<file path="src/rtl/ysyx_23060236_rd_arbiter.sv">
// Read-channel arbiter between the IFU (m0) and LSU (m1), routing a single
// in-flight read to either the CLINT (s0) or the external bus (s1).
module ysyx_23060236_rd_arbiter #(
    parameter logic [31:0] CLINT_BASE = 32'h0200_0000,
    parameter logic [31:0] CLINT_SIZE = 32'h0001_0000
) (
    input  logic        clock,
    input  logic        reset,
    input  logic [31:0] m0_araddr,
    input  logic        m0_arvalid,
    output logic        m0_arready,
    output logic [31:0] m0_rdata,
    output logic [1:0]  m0_rresp,
    output logic        m0_rvalid,
    input  logic        m0_rready,
    input  logic [31:0] m1_araddr,
    input  logic        m1_arvalid,
    output logic        m1_arready,
    output logic [31:0] m1_rdata,
    output logic [1:0]  m1_rresp,
    output logic        m1_rvalid,
    input  logic        m1_rready,
    output logic [31:0] s0_araddr,
    output logic        s0_arvalid,
    input  logic        s0_arready,
    input  logic [31:0] s0_rdata,
    input  logic [1:0]  s0_rresp,
    input  logic        s0_rvalid,
    output logic        s0_rready,
    output logic [31:0] s1_araddr,
    output logic        s1_arvalid,
    input  logic        s1_arready,
    input  logic [31:0] s1_rdata,
    input  logic [1:0]  s1_rresp,
    input  logic        s1_rvalid,
    output logic        s1_rready
);

    typedef enum logic [1:0] {IDLE, ADDR, RESP} state_e;

    state_e state_q, state_d;
    logic   grant_q, grant_d;
    logic   target_q, target_d;
    logic   last_grant_q, last_grant_d;

    logic [31:0] req_addr;
    logic        ar_rdy;
    logic        r_valid;
    logic        r_ready;
    logic [31:0] r_data;
    logic [1:0]  r_resp;

    // 33-bit window compare so BASE+SIZE cannot wrap past 2^32.
    function automatic logic decode_target(input logic [31:0] addr);
        logic [32:0] a;
        logic [32:0] lo;
        logic [32:0] hi;
        a  = {1'b0, addr};
        lo = {1'b0, CLINT_BASE};
        hi = lo + {1'b0, CLINT_SIZE};
        return !((a >= lo) && (a < hi));
    endfunction

    always_comb begin
        state_d      = state_q;
        grant_d      = grant_q;
        target_d     = target_q;
        last_grant_d = last_grant_q;
        req_addr     = 32'd0;
        ar_rdy       = 1'b0;
        r_valid      = 1'b0;
        r_ready      = 1'b0;
        r_data       = 32'd0;
        r_resp       = 2'd0;
        m0_arready   = 1'b0;
        m0_rdata     = 32'd0;
        m0_rresp     = 2'd0;
        m0_rvalid    = 1'b0;
        m1_arready   = 1'b0;
        m1_rdata     = 32'd0;
        m1_rresp     = 2'd0;
        m1_rvalid    = 1'b0;
        s0_araddr    = 32'd0;
        s0_arvalid   = 1'b0;
        s0_rready    = 1'b0;
        s1_araddr    = 32'd0;
        s1_arvalid   = 1'b0;
        s1_rready    = 1'b0;

        case (state_q)
            IDLE: begin
                if (m0_arvalid || m1_arvalid) begin
                    grant_d  = (m0_arvalid && m1_arvalid) ? ~last_grant_q : m1_arvalid;
                    target_d = decode_target(grant_d ? m1_araddr : m0_araddr);
                    state_d  = ADDR;
                end
            end
            ADDR: begin
                req_addr = grant_q ? m1_araddr : m0_araddr;
                if (target_q) begin
                    s1_arvalid = 1'b1;
                    s1_araddr  = req_addr;
                    ar_rdy     = s1_arready;
                end else begin
                    s0_arvalid = 1'b1;
                    s0_araddr  = req_addr;
                    ar_rdy     = s0_arready;
                end
                if (grant_q) m1_arready = ar_rdy;
                else         m0_arready = ar_rdy;
                if (ar_rdy) state_d = RESP;
            end
            RESP: begin
                r_valid = target_q ? s1_rvalid : s0_rvalid;
                r_data  = target_q ? s1_rdata  : s0_rdata;
                r_resp  = target_q ? s1_rresp  : s0_rresp;
                r_ready = grant_q  ? m1_rready : m0_rready;
                if (target_q) s1_rready = r_ready;
                else          s0_rready = r_ready;
                if (grant_q) begin
                    m1_rvalid = r_valid;
                    m1_rdata  = r_data;
                    m1_rresp  = r_resp;
                end else begin
                    m0_rvalid = r_valid;
                    m0_rdata  = r_data;
                    m0_rresp  = r_resp;
                end
                if (r_valid && r_ready) begin
                    last_grant_d = grant_q;
                    state_d      = IDLE;
                end
            end
            default: state_d = IDLE;
        endcase
    end

    // last_grant resets to m1 so that m0 wins the first tie.
    always_ff @(posedge clock) begin
        if (reset) begin
            state_q      <= IDLE;
            grant_q      <= 1'b0;
            target_q     <= 1'b0;
            last_grant_q <= 1'b1;
        end else begin
            state_q      <= state_d;
            grant_q      <= grant_d;
            target_q     <= target_d;
            last_grant_q <= last_grant_d;
        end
    end

endmodule

</file>
<file path="config.mk">
export PLATFORM = sky130hd
export DESIGN_NAME = ysyx_23060236_rd_arbiter
export DESIGN_NICKNAME = d
export VERILOG_FILES = /design/src/rtl/ysyx_23060236_rd_arbiter.sv
export SDC_FILE = /design/constraint.sdc
export NUM_CORES = 1
export LEC_CHECK = 0
export CORE_AREA = 4 4 108 110
export CTS_BUF_LIST = sky130_fd_sc_hd__clkbuf_2 sky130_fd_sc_hd__clkbuf_4 sky130_fd_sc_hd__clkbuf_8
export CTS_CLUSTER_DIAMETER = 40
export CTS_CLUSTER_SIZE = 14
export DETAILED_ROUTE_END_ITERATION = 7
export DIE_AREA = 0 0 112 114
export PLACE_DENSITY_LB_ADDON = 0.2
export SETUP_SLACK_MARGIN = 0.02
export SYNTH_ARGS = -nofsm -noshare
export SYNTH_HDL_FRONTEND = slang
export SYNTH_SLANG_ARGS = --single-unit
</file>
<file path="constraint.sdc">
create_clock -name clock -period 2.6 [get_ports clock]
set_input_delay 0.52 -clock clock [delete_from_list [all_inputs] [get_ports clock]]
set_output_delay 0.52 -clock clock [all_outputs]
set_load 0.1 [all_outputs]
</file>
==> results.py <==
metrics = {
    "layout": {
        "multi_input_area_mm2": 0.00156,
        "antenna_cells": 0,
        "final_cells": 687,
        "mostFrequentLayoutCell": "buf_12",
        "num-fill-cells": 906,
        "areaGrowthSynthToFinish_pct": 273,
        "final_util": 0.580,
        "regArea_um2": 103,
        "drive_gt1_frac": 0.366,
        "mostFrequentLayoutCells": "buf_12, clkdlybuf4s50_1, nor2_1, mux2i_1, nor2_2",
        "nNetsFinal": 690,
    },
    "clocking": {
        "clkTransAtPathRegs_ns": 0.04,
        "numCtsBuffers": 3,
        "clk_path_buf_depth": 2,
        "hold_buffers": 0,
        "clk_latency_ns": 0.22,
        "cts_tree": "yes",
        "postCtsSetupRepairBufs": 0,
        "cts_sinks": 5,
        "clock-root-buffer": "clkbuf_8",
        "htree_num_levels": 1,
        "post_cts_resized": 0,
    },
    "global_route": {
        "grt_usage": 0.172,
        "busiest_layer": "met2",
        "grt_overflow_total": 0,
        "use_met3": 0.0462,
        "antenna_found_initial": 0,
        "use_met1": 0.180,
        "grt_max_degree": 36,
        "grt_pass1_wl_mm": 17.6,
        "met2_usage": 0.338,
        "first_global_vias": 3253,
    },
    "timing": {
        "worstMarginPinSlew_ns": 0.425,
        "holdWs_ns": 0.512,
        "period_share": 0.885,
        "maxSlewViolCount": 0,
        "hold_viol": 0,
        "max_slew_margin": 0.709,
        "fin_skew_ns": 0.00545,
        "timing.fmax_ghz": 0.434,
        "setup_violations": 0,
        "grt_setup_unrepaired": "false",
        "final.min_clock_period_ns": 2.30,
    },
    "power_and_ir_drop": {
        "leakage_nw": 2.39,
        "powerDensity_mw_per_mm2": 360,
        "ir_drop_v": 0.000216,
        "total_power_mw": 2.23,
    },
    "setup_path": {
        "critical_path.endpoint_type": "primary output",
        "r2r-start": "target_q",
        "crit_path_cell_trace": "nor2b_1 > nand2_1 > buf_4 > nor2_1 > buf_12",
        "cp_slowest_stage_delay_ns": 0.41,
        "critPathMaxFanout": 33,
        "cp-startpoint": "state_q[0]",
        "path_buf_inv": 2,
        "critPathKind": "reg2out",
        "worstSetupStartpointType": "flop",
        "path_delay_family": "simple AND/OR/NAND/NOR gates",
        "arrival_ns": 1.78,
        "slowest_stage": "dfxtp_1",
        "required_ns": 2.08,
    },
    "synthesis": {
        "synth_top_cell_by_area": "mux2i_1",
        "syn_avg_cell_area_um2": 6.05,
        "yosysWarnings": 0,
        "synth_xor_xnor_area_share": 0,
        "netlist_area_mm2": 0.00166,
        "synth_seq_cells": 5,
        "synth_top_cell_area_share": 0.415,
        "ys_types": 25,
        "synthSimpleGateAreaFrac": 0.419,
        "synth_seq_area_share": 0.0602,
        "postSynthCellCount": 275,
        "synth-compound-area-share": 0.0331,
        "synthMuxAreaShare": 0.415,
        "syn_nets": 417,
        "synthTopCellsByArea": "mux2i_1, nor2_1, dfxtp_1",
        "synth_fa_ha_area_frac": 0,
        "synth_top_family_by_area": "simple AND/OR/NAND/NOR gates",
    },
    "drt": {
        "ant_nets": 0,
        "viasPerCell": 4.38,
        "initialDrtViolationCount": 114,
        "drt-total-wl_mm": 11.8,
        "drc": 0,
        "routedWlPerCell_um": 17.2,
        "drt_first_pass_iters": 4,
        "via_count": 3007,
    },
    "worst_hold_path": {
        "min_path_type": "reg2reg",
        "worstHoldStart": "last_grant_q",
    },
    "floorplanning": {
        "rows": 38,
        "io_pins": 282,
        "start_util": 0.155,
        "dieArea_mm2": 0.0128,
        "die_y_um": 114,
        "die_w_um": 112,
        "core_area_mm2": 0.0107,
    },
    "placed_design": {
        "dp.cells": 683,
        "dp_hpwl_mm": 10.3,
        "portBuffers": 281,
        "globalplace.congestion": 0.853,
    },
    "status": {
        "run_status": "completed",
    },
    "run": {
        "maxCapViolations": 0,
    },
}
[worst reg2reg max path, cell delays in order, from the launching register on]
cell and delay, ns:
dfxtp_2 0.53, buf_12 0.23, mux2i_1 0.13, buf_4 0.17
or4_1 0.39, nand3_1 0.09
[synth_stat cells]
library cell / instances
or4_1: 1
or2_2: 1
o31ai_1: 1
nor2_1: 138
inv_1: 4
nor3_1: 2
nand3_1: 2
a21oi_1: 2
nor2b_1: 3
buf_2: 9
nand2b_1: 3
o21ai_0: 2
nor3b_1: 1
nand2_1: 4
nand4_1: 1
dfxtp_1: 5
clkbuf_1: 10
mux2i_1: 69
o211ai_1: 1
nor4_1: 7
buf_4: 3
and4_1: 2
a2111o_1: 1
nor4b_1: 2
o221ai_1: 1
[logic make-up after synthesis]
kind of cell,count (synthesis)
and+or+nand+nor,167
buffers and inverters,26
DFF,5
AOI/OAI and AO/OA,8
muxes,69
[stage by stage]
stage          setup slack, ns  setup TNS [ns]  area [um^2]
4_1_cts                  0.259               0         6210
2_1_floorplan           -0.167          -13.02         1780
5_1_grt                  0.179               0         6210
3_3_place_gp             0.385               0         6160
6_report                 0.298               0         6210
3_5_place_dp             0.381               0         6160
[final timing paths]
kind | depth (start not counted) | slack (ns) | to
worst min register to register | 2 | 0.51 | last_grant_q
worst max-delay path | 5 | 0.30 | s1_araddr[7]
worst min-delay path | 2 | 0.51 | last_grant_q
worst max register to register | 5 | 0.99 | last_grant_q
[per-layer routing]
metal	vias up	wire length (um)
met3	24	931
met4	0	338
met1	1359	4100
li1	1464	-
met2	160	6480
met5	-	0
[registers in the layout, indices dropped and copies added, names as in the netlist]
name / cells
grant_q: 1
last_grant_q: 1
target_q: 1
state_q: 2
[report_power, final]
group	total [mW]	switching (mW)	leakage, nW	internal, mW
Clock	0.157	0.0409	0.0262	0.116
Sequential	0.109	0.0226	0.0419	0.0862
Combinational	1.97	1.21	2.32	0.757
Total	2.23	1.28	2.39	0.959
[final cells by class]
class	instances	share of cell area
tap	140	0.0282
timing repair buffer	290	0.694
clock buffer	4	0.00786
inverter	4	0.00242
sequential	5	0.0165
multi-input combinational	244	0.251
No activity file was read; power rests on OpenSTA's default activity.
==> patch 1, RTL diff (same flow settings) <==
Re-encode `state_e` (3 states) as one-hot, 3 bits wide.
--- a/src/rtl/ysyx_23060236_rd_arbiter.sv
+++ b/src/rtl/ysyx_23060236_rd_arbiter.sv
@@ -37,5 +37,5 @@
 );
 
-    typedef enum logic [1:0] {IDLE, ADDR, RESP} state_e;
+    typedef enum logic [2:0] {IDLE = 3'b001, ADDR = 3'b010, RESP = 3'b100} state_e;
 
     state_e state_q, state_d;
Formal check against the unedited RTL: no difference found for any inputs over 10 cycles, from zero or initial values and one cycle with reset high; not proved beyond that.
==> patch 1 against the unedited design <==
- wire length up 8.9%
- die area unchanged
- non-clock buffer count unchanged
- design area up 1.9%
- sequential share of layout area up 0.29 points
- maximum frequency down 6.4%
- critical endpoint is now m1_rdata[30]
- setup slack worse by 0.16 ns
- synthesized area up 7.0%
- synthesized cell count up 4.4%
- critical path type unchanged
- sequential cell count up 1
Power is not compared: it rests on default switching activity, and its combinational part moved more than twofold at a synthesized area within 25%.
==> patch 1: results (changes against the unedited design) <==
[finish]
largest_reg_flops = 3  ; +1
multiInputCombCellCount = 253  ; +3.7%
clock_tree_area_fraction = 0.00653  ; -0.00134
utilization = 0.591  ; +0.0112
fin_nets = 699  ; +1.3%
multi_input_area_share = 0.266  ; +0.0148
seq_area_um2 = 123  ; +20%
buffer_area_frac = 0.679  ; -0.0152

[timing]
finalClockSkew_ns = 0.00319  ; -0.00225 ns
timing.hold.ws_ns = 0.539  ; +0.0273 ns
tightest_slew_ns = 0.560  ; +0.135 ns
finalCritPeriodShare = 0.946  ; +0.0601

[hold_path]
min_from = state_q[1]

[worst_setup_path]
crit_end = m1_rdata[30]
critical_path_arrival_ns = 1.94  ; +0.16 ns
rrSetupSlack_ns = 0.97  ; -0.02 ns
critPathLaunch = state_q[2]
critPathMaxStageDelay_ns = 0.48  ; +0.07 ns
critPathTopFamily = buffers and inverters
ff2ff_path_depth = 4  ; -1
cp_max_fo = 35  ; +6.1%
r2r_end = target_q

[placement]
gp_congestion = 0.842  ; -1.3%
dp_worst_setup_slack_ns = 0.337  ; -0.0442 ns
dpl.cell_count = 692  ; +1.3%
place_hpwl_um = 11500  ; +11%

[drt]
drt_iter0_markers = 70  ; -39%
wl_per_cell_um = 18.6  ; +7.7%
vias = 3114  ; +3.6%

[run_status]
status = finished clean

[grt]
grt_pass1_vias = 3431  ; +5.5%
grt_usage = 0.191  ; +0.0183
grt_pass1_wl_um = 19200  ; +9.0%

[clock_tree]
cts_sinks = 6  ; +1

[synth]
syn_area_per_cell_um2 = 6.20  ; +2.5%
synth_commonest_cells = nor2_1 (137), mux2i_1 (68), clkbuf_1 (14)
synth_nets = 429  ; +2.9%
synth.area.top_cells = mux2i_1 (38%), nor2_1 (29%), dfxtp_1 (6.8%)
yosysSeqAreaShare = 0.0675  ; +0.00731
ys_types = 31  ; +24%

==> patch 1: changes by cell type in the layout (fill, tap and decap cells not counted), moves of 3 or more <==
cell | unedited run | this run
mux2_2 | 0 | 3
nor2_1 | 96 | 89
o21ai_0 | 2 | 5
nor2b_1 | 3 | 0
nor2_2 | 42 | 48
==> patch 1: cell families after synthesis <==
kind of cell / share of synthesized area
AOI/OAI and AO/OA: 0.0591
muxes: 0.402
and+or+nand+nor: 0.404
DFF: 0.0675
buffers and inverters: 0.0675
==> patch 1: per-layer routing <==
layer | routed length, um | vias to the layer above | GRT usage | part of all wire
li1 | - | 1513 | - | -
met1 | 4030 | 1420 | 0.177 | 0.31
met2 | 7220 | 155 | 0.377 | 0.56
met3 | 1250 | 26 | 0.0796 | 0.097
met4 | 410 | 0 | 0.0577 | 0.032
met5 | 0 | - | 0 | 0
==> patch 1: repair_timing <==
| action | CTS | global route |
|---|---|---|
| setup endpoints to repair | 0 | 17 |
| hold buffers | 0 | 0 |
| gates resized for setup | 0 | 1 |
==> patch 2, RTL diff (config.mk and constraints unchanged) <==
Made on the original files. Set the parameter `CLINT_SIZE` to 32'h0000C000 (it was 32'h0001_0000).
--- a/src/rtl/ysyx_23060236_rd_arbiter.sv
+++ b/src/rtl/ysyx_23060236_rd_arbiter.sv
@@ -3,5 +3,5 @@
 module ysyx_23060236_rd_arbiter #(
     parameter logic [31:0] CLINT_BASE = 32'h0200_0000,
-    parameter logic [31:0] CLINT_SIZE = 32'h0001_0000
+    parameter logic [31:0] CLINT_SIZE = 32'h0000C000
 ) (
     input  logic        clock,
Function: changed (a bounded check fails within 4 cycles, from zero or initial values and one cycle with reset high).
==> patch 2 against the unedited design <==
- sequential share of layout area is essentially flat
- critical endpoint is now s1_araddr[22]
- maximum frequency up 0.16%
- synthesized area is 0.15% lower
- sequential cell count unchanged
- wire length grew 0.58%
- largest cell class unchanged
- critical path type unchanged
- power shrank 12%
- design area up 0.10%
- setup slack improved by 0.0037 ns
==> patch 2: results (changes against the unedited design) <==
[synth]
ys.flop_type = dfxtp_1
synth_commonest_cells = nor2_1 (136), mux2i_1 (69), buf_2 (10)
yosysSeqAreaShare = 0.0603  ; +0.0000907
synth_edf_count = 0  ; unchanged
yosys.area_share.xor_xnor = 0  ; unchanged
synth.area.top_cells = mux2i_1 (42%), nor2_1 (31%), dfxtp_1 (6.0%)
synth_compound_area_frac = 0.0377  ; +0.00457
muxShareOfSynthArea = 0.423  ; +0.00741
ys_types = 25  ; unchanged
synth_nets = 413  ; -0.96%
synth-adder-area-share = 0  ; unchanged
async_flop_share = 0  ; unchanged
ys_warn_count = 0  ; unchanged

[drt]
firstDrtPassIters = 4  ; unchanged
drt_iter0_markers = 85  ; -25%
wirelength_um = 11900  ; +0.58%
viasPerCell = 4.40  ; +0.58%

[timing]
finalClockSkew_ns = 0.000357  ; -0.00509 ns
slew_headroom = 0.549  ; -0.160
period_needed_ns = 2.30  ; -0.00365 ns

[worst_setup_path]
critPathMaxStageDelay_ns = 0.39  ; -0.02 ns
rr_startpoint = target_q
cp_max_fo = 33  ; unchanged
crit_end = s1_araddr[22]
ff2ff_path_depth = 5  ; unchanged
rrSetupSlack_ns = 1.03  ; +0.04 ns
critPathTopFamily = simple AND/OR/NAND/NOR gates
cpMaxStageDelayCell = dfxtp_1
r2r_end = last_grant_q
critPathLaunch = state_q[0]
critical_path_arrival_ns = 1.78  ; about the same

[clock_tree]
post_cts_resized = 0  ; unchanged
postCtsSetupRepairBufs = 0  ; unchanged
clock-root-buffer = clkbuf_8
clk_pin_slew_ns = 0.04  ; about the same
cts_buffers = 3  ; unchanged
clockBufferDepth = 2  ; unchanged
htreeDepth = 1  ; unchanged
clock_latency_ns = 0.22  ; about the same

[grt]
grt_pass1_wl_um = 17700  ; +0.12%
grt_pass1_vias = 3202  ; -1.6%
antenna_found_initial = 0  ; unchanged
grt_max_degree = 39  ; +8.3%
grt_usage = 0.173  ; +0.000646

[finish]
drive_above_1_share = 0.399  ; +0.0336
n_antenna_cell = 0  ; unchanged
largest_reg_flops = 2  ; unchanged
largest-register = state_q
fin_nets = 684  ; -0.87%

[power_and_ir_drop]
ir_drop_mv = 0.208  ; -4.0%
leakagePower_nw = 2.37  ; -0.81%

[run_status]
status = finished clean

[placement]
gp_congestion = 0.830  ; -2.7%
dp_worst_setup_slack_ns = 0.219  ; -0.162 ns
place_hpwl_um = 10500  ; +1.7%
io_buffer_count = 281  ; unchanged

[hold_path]
hold_path.class = flip-flop to flip-flop

-- patch 2: routing by layer --
layer,GRT usage,up-vias,part of all wire
met5,0,-,0
met2,0.330,175,0.53
met3,0.0679,10,0.12
met1,0.182,1361,0.35
li1,-,1452,-
met4,0.0296,0,0.0096
-- patch 2: through the flow --
| step | total power (W) | utilization | area [um^2] | cells |
|---|---|---|---|---|
| global placement | 0.00180 | 0.576 | 6160 | 677 |
| finish | 0.00196 | 0.581 | 6210 | 681 |
| detailed placement | 0.00181 | 0.576 | 6160 | 677 |
| global route | 0.00203 | 0.581 | 6210 | 681 |
| CTS | 0.00197 | 0.581 | 6210 | 681 |
| floorplan | 0.00108 | - | 1800 | 271 |
-- patch 2: how the worst min path moves through the flow --
stage / cells after the start / slack (ns) / from / endpoint
3_3_place_gp: 2 / 0.48 / last_grant_q / last_grant_q
2_1_floorplan: 2 / 0.44 / last_grant_q / last_grant_q
4_1_cts: 2 / 0.52 / last_grant_q / last_grant_q
3_5_place_dp: 2 / 0.51 / last_grant_q / last_grant_q
5_1_grt: 2 / 0.55 / last_grant_q / last_grant_q
6_report: 2 / 0.50 / last_grant_q / last_grant_q
-- patch 2: layout make-up --
type | count | area (um^2)
repair buffers | 287 | 4280
fillers | 917 | 4490
clock buffers | 4 | 48.8
flip-flops and latches | 5 | 103
multi-input cells | 242 | 1590
well taps | 140 | 175
inverters | 3 | 11.3
-- patch 2: kinds of logic after synthesis --
family / count (synthesis)
compound gates: 8
buf+inv: 24
simple gates: 164
mux: 70
flops: 5
-- patch 2: report_power, final --
group	internal (W)	switching (W)
Combinational	0.000660	0.00105
Clock	0.000116	0.0000400
Sequential	0.0000846	0.00000921
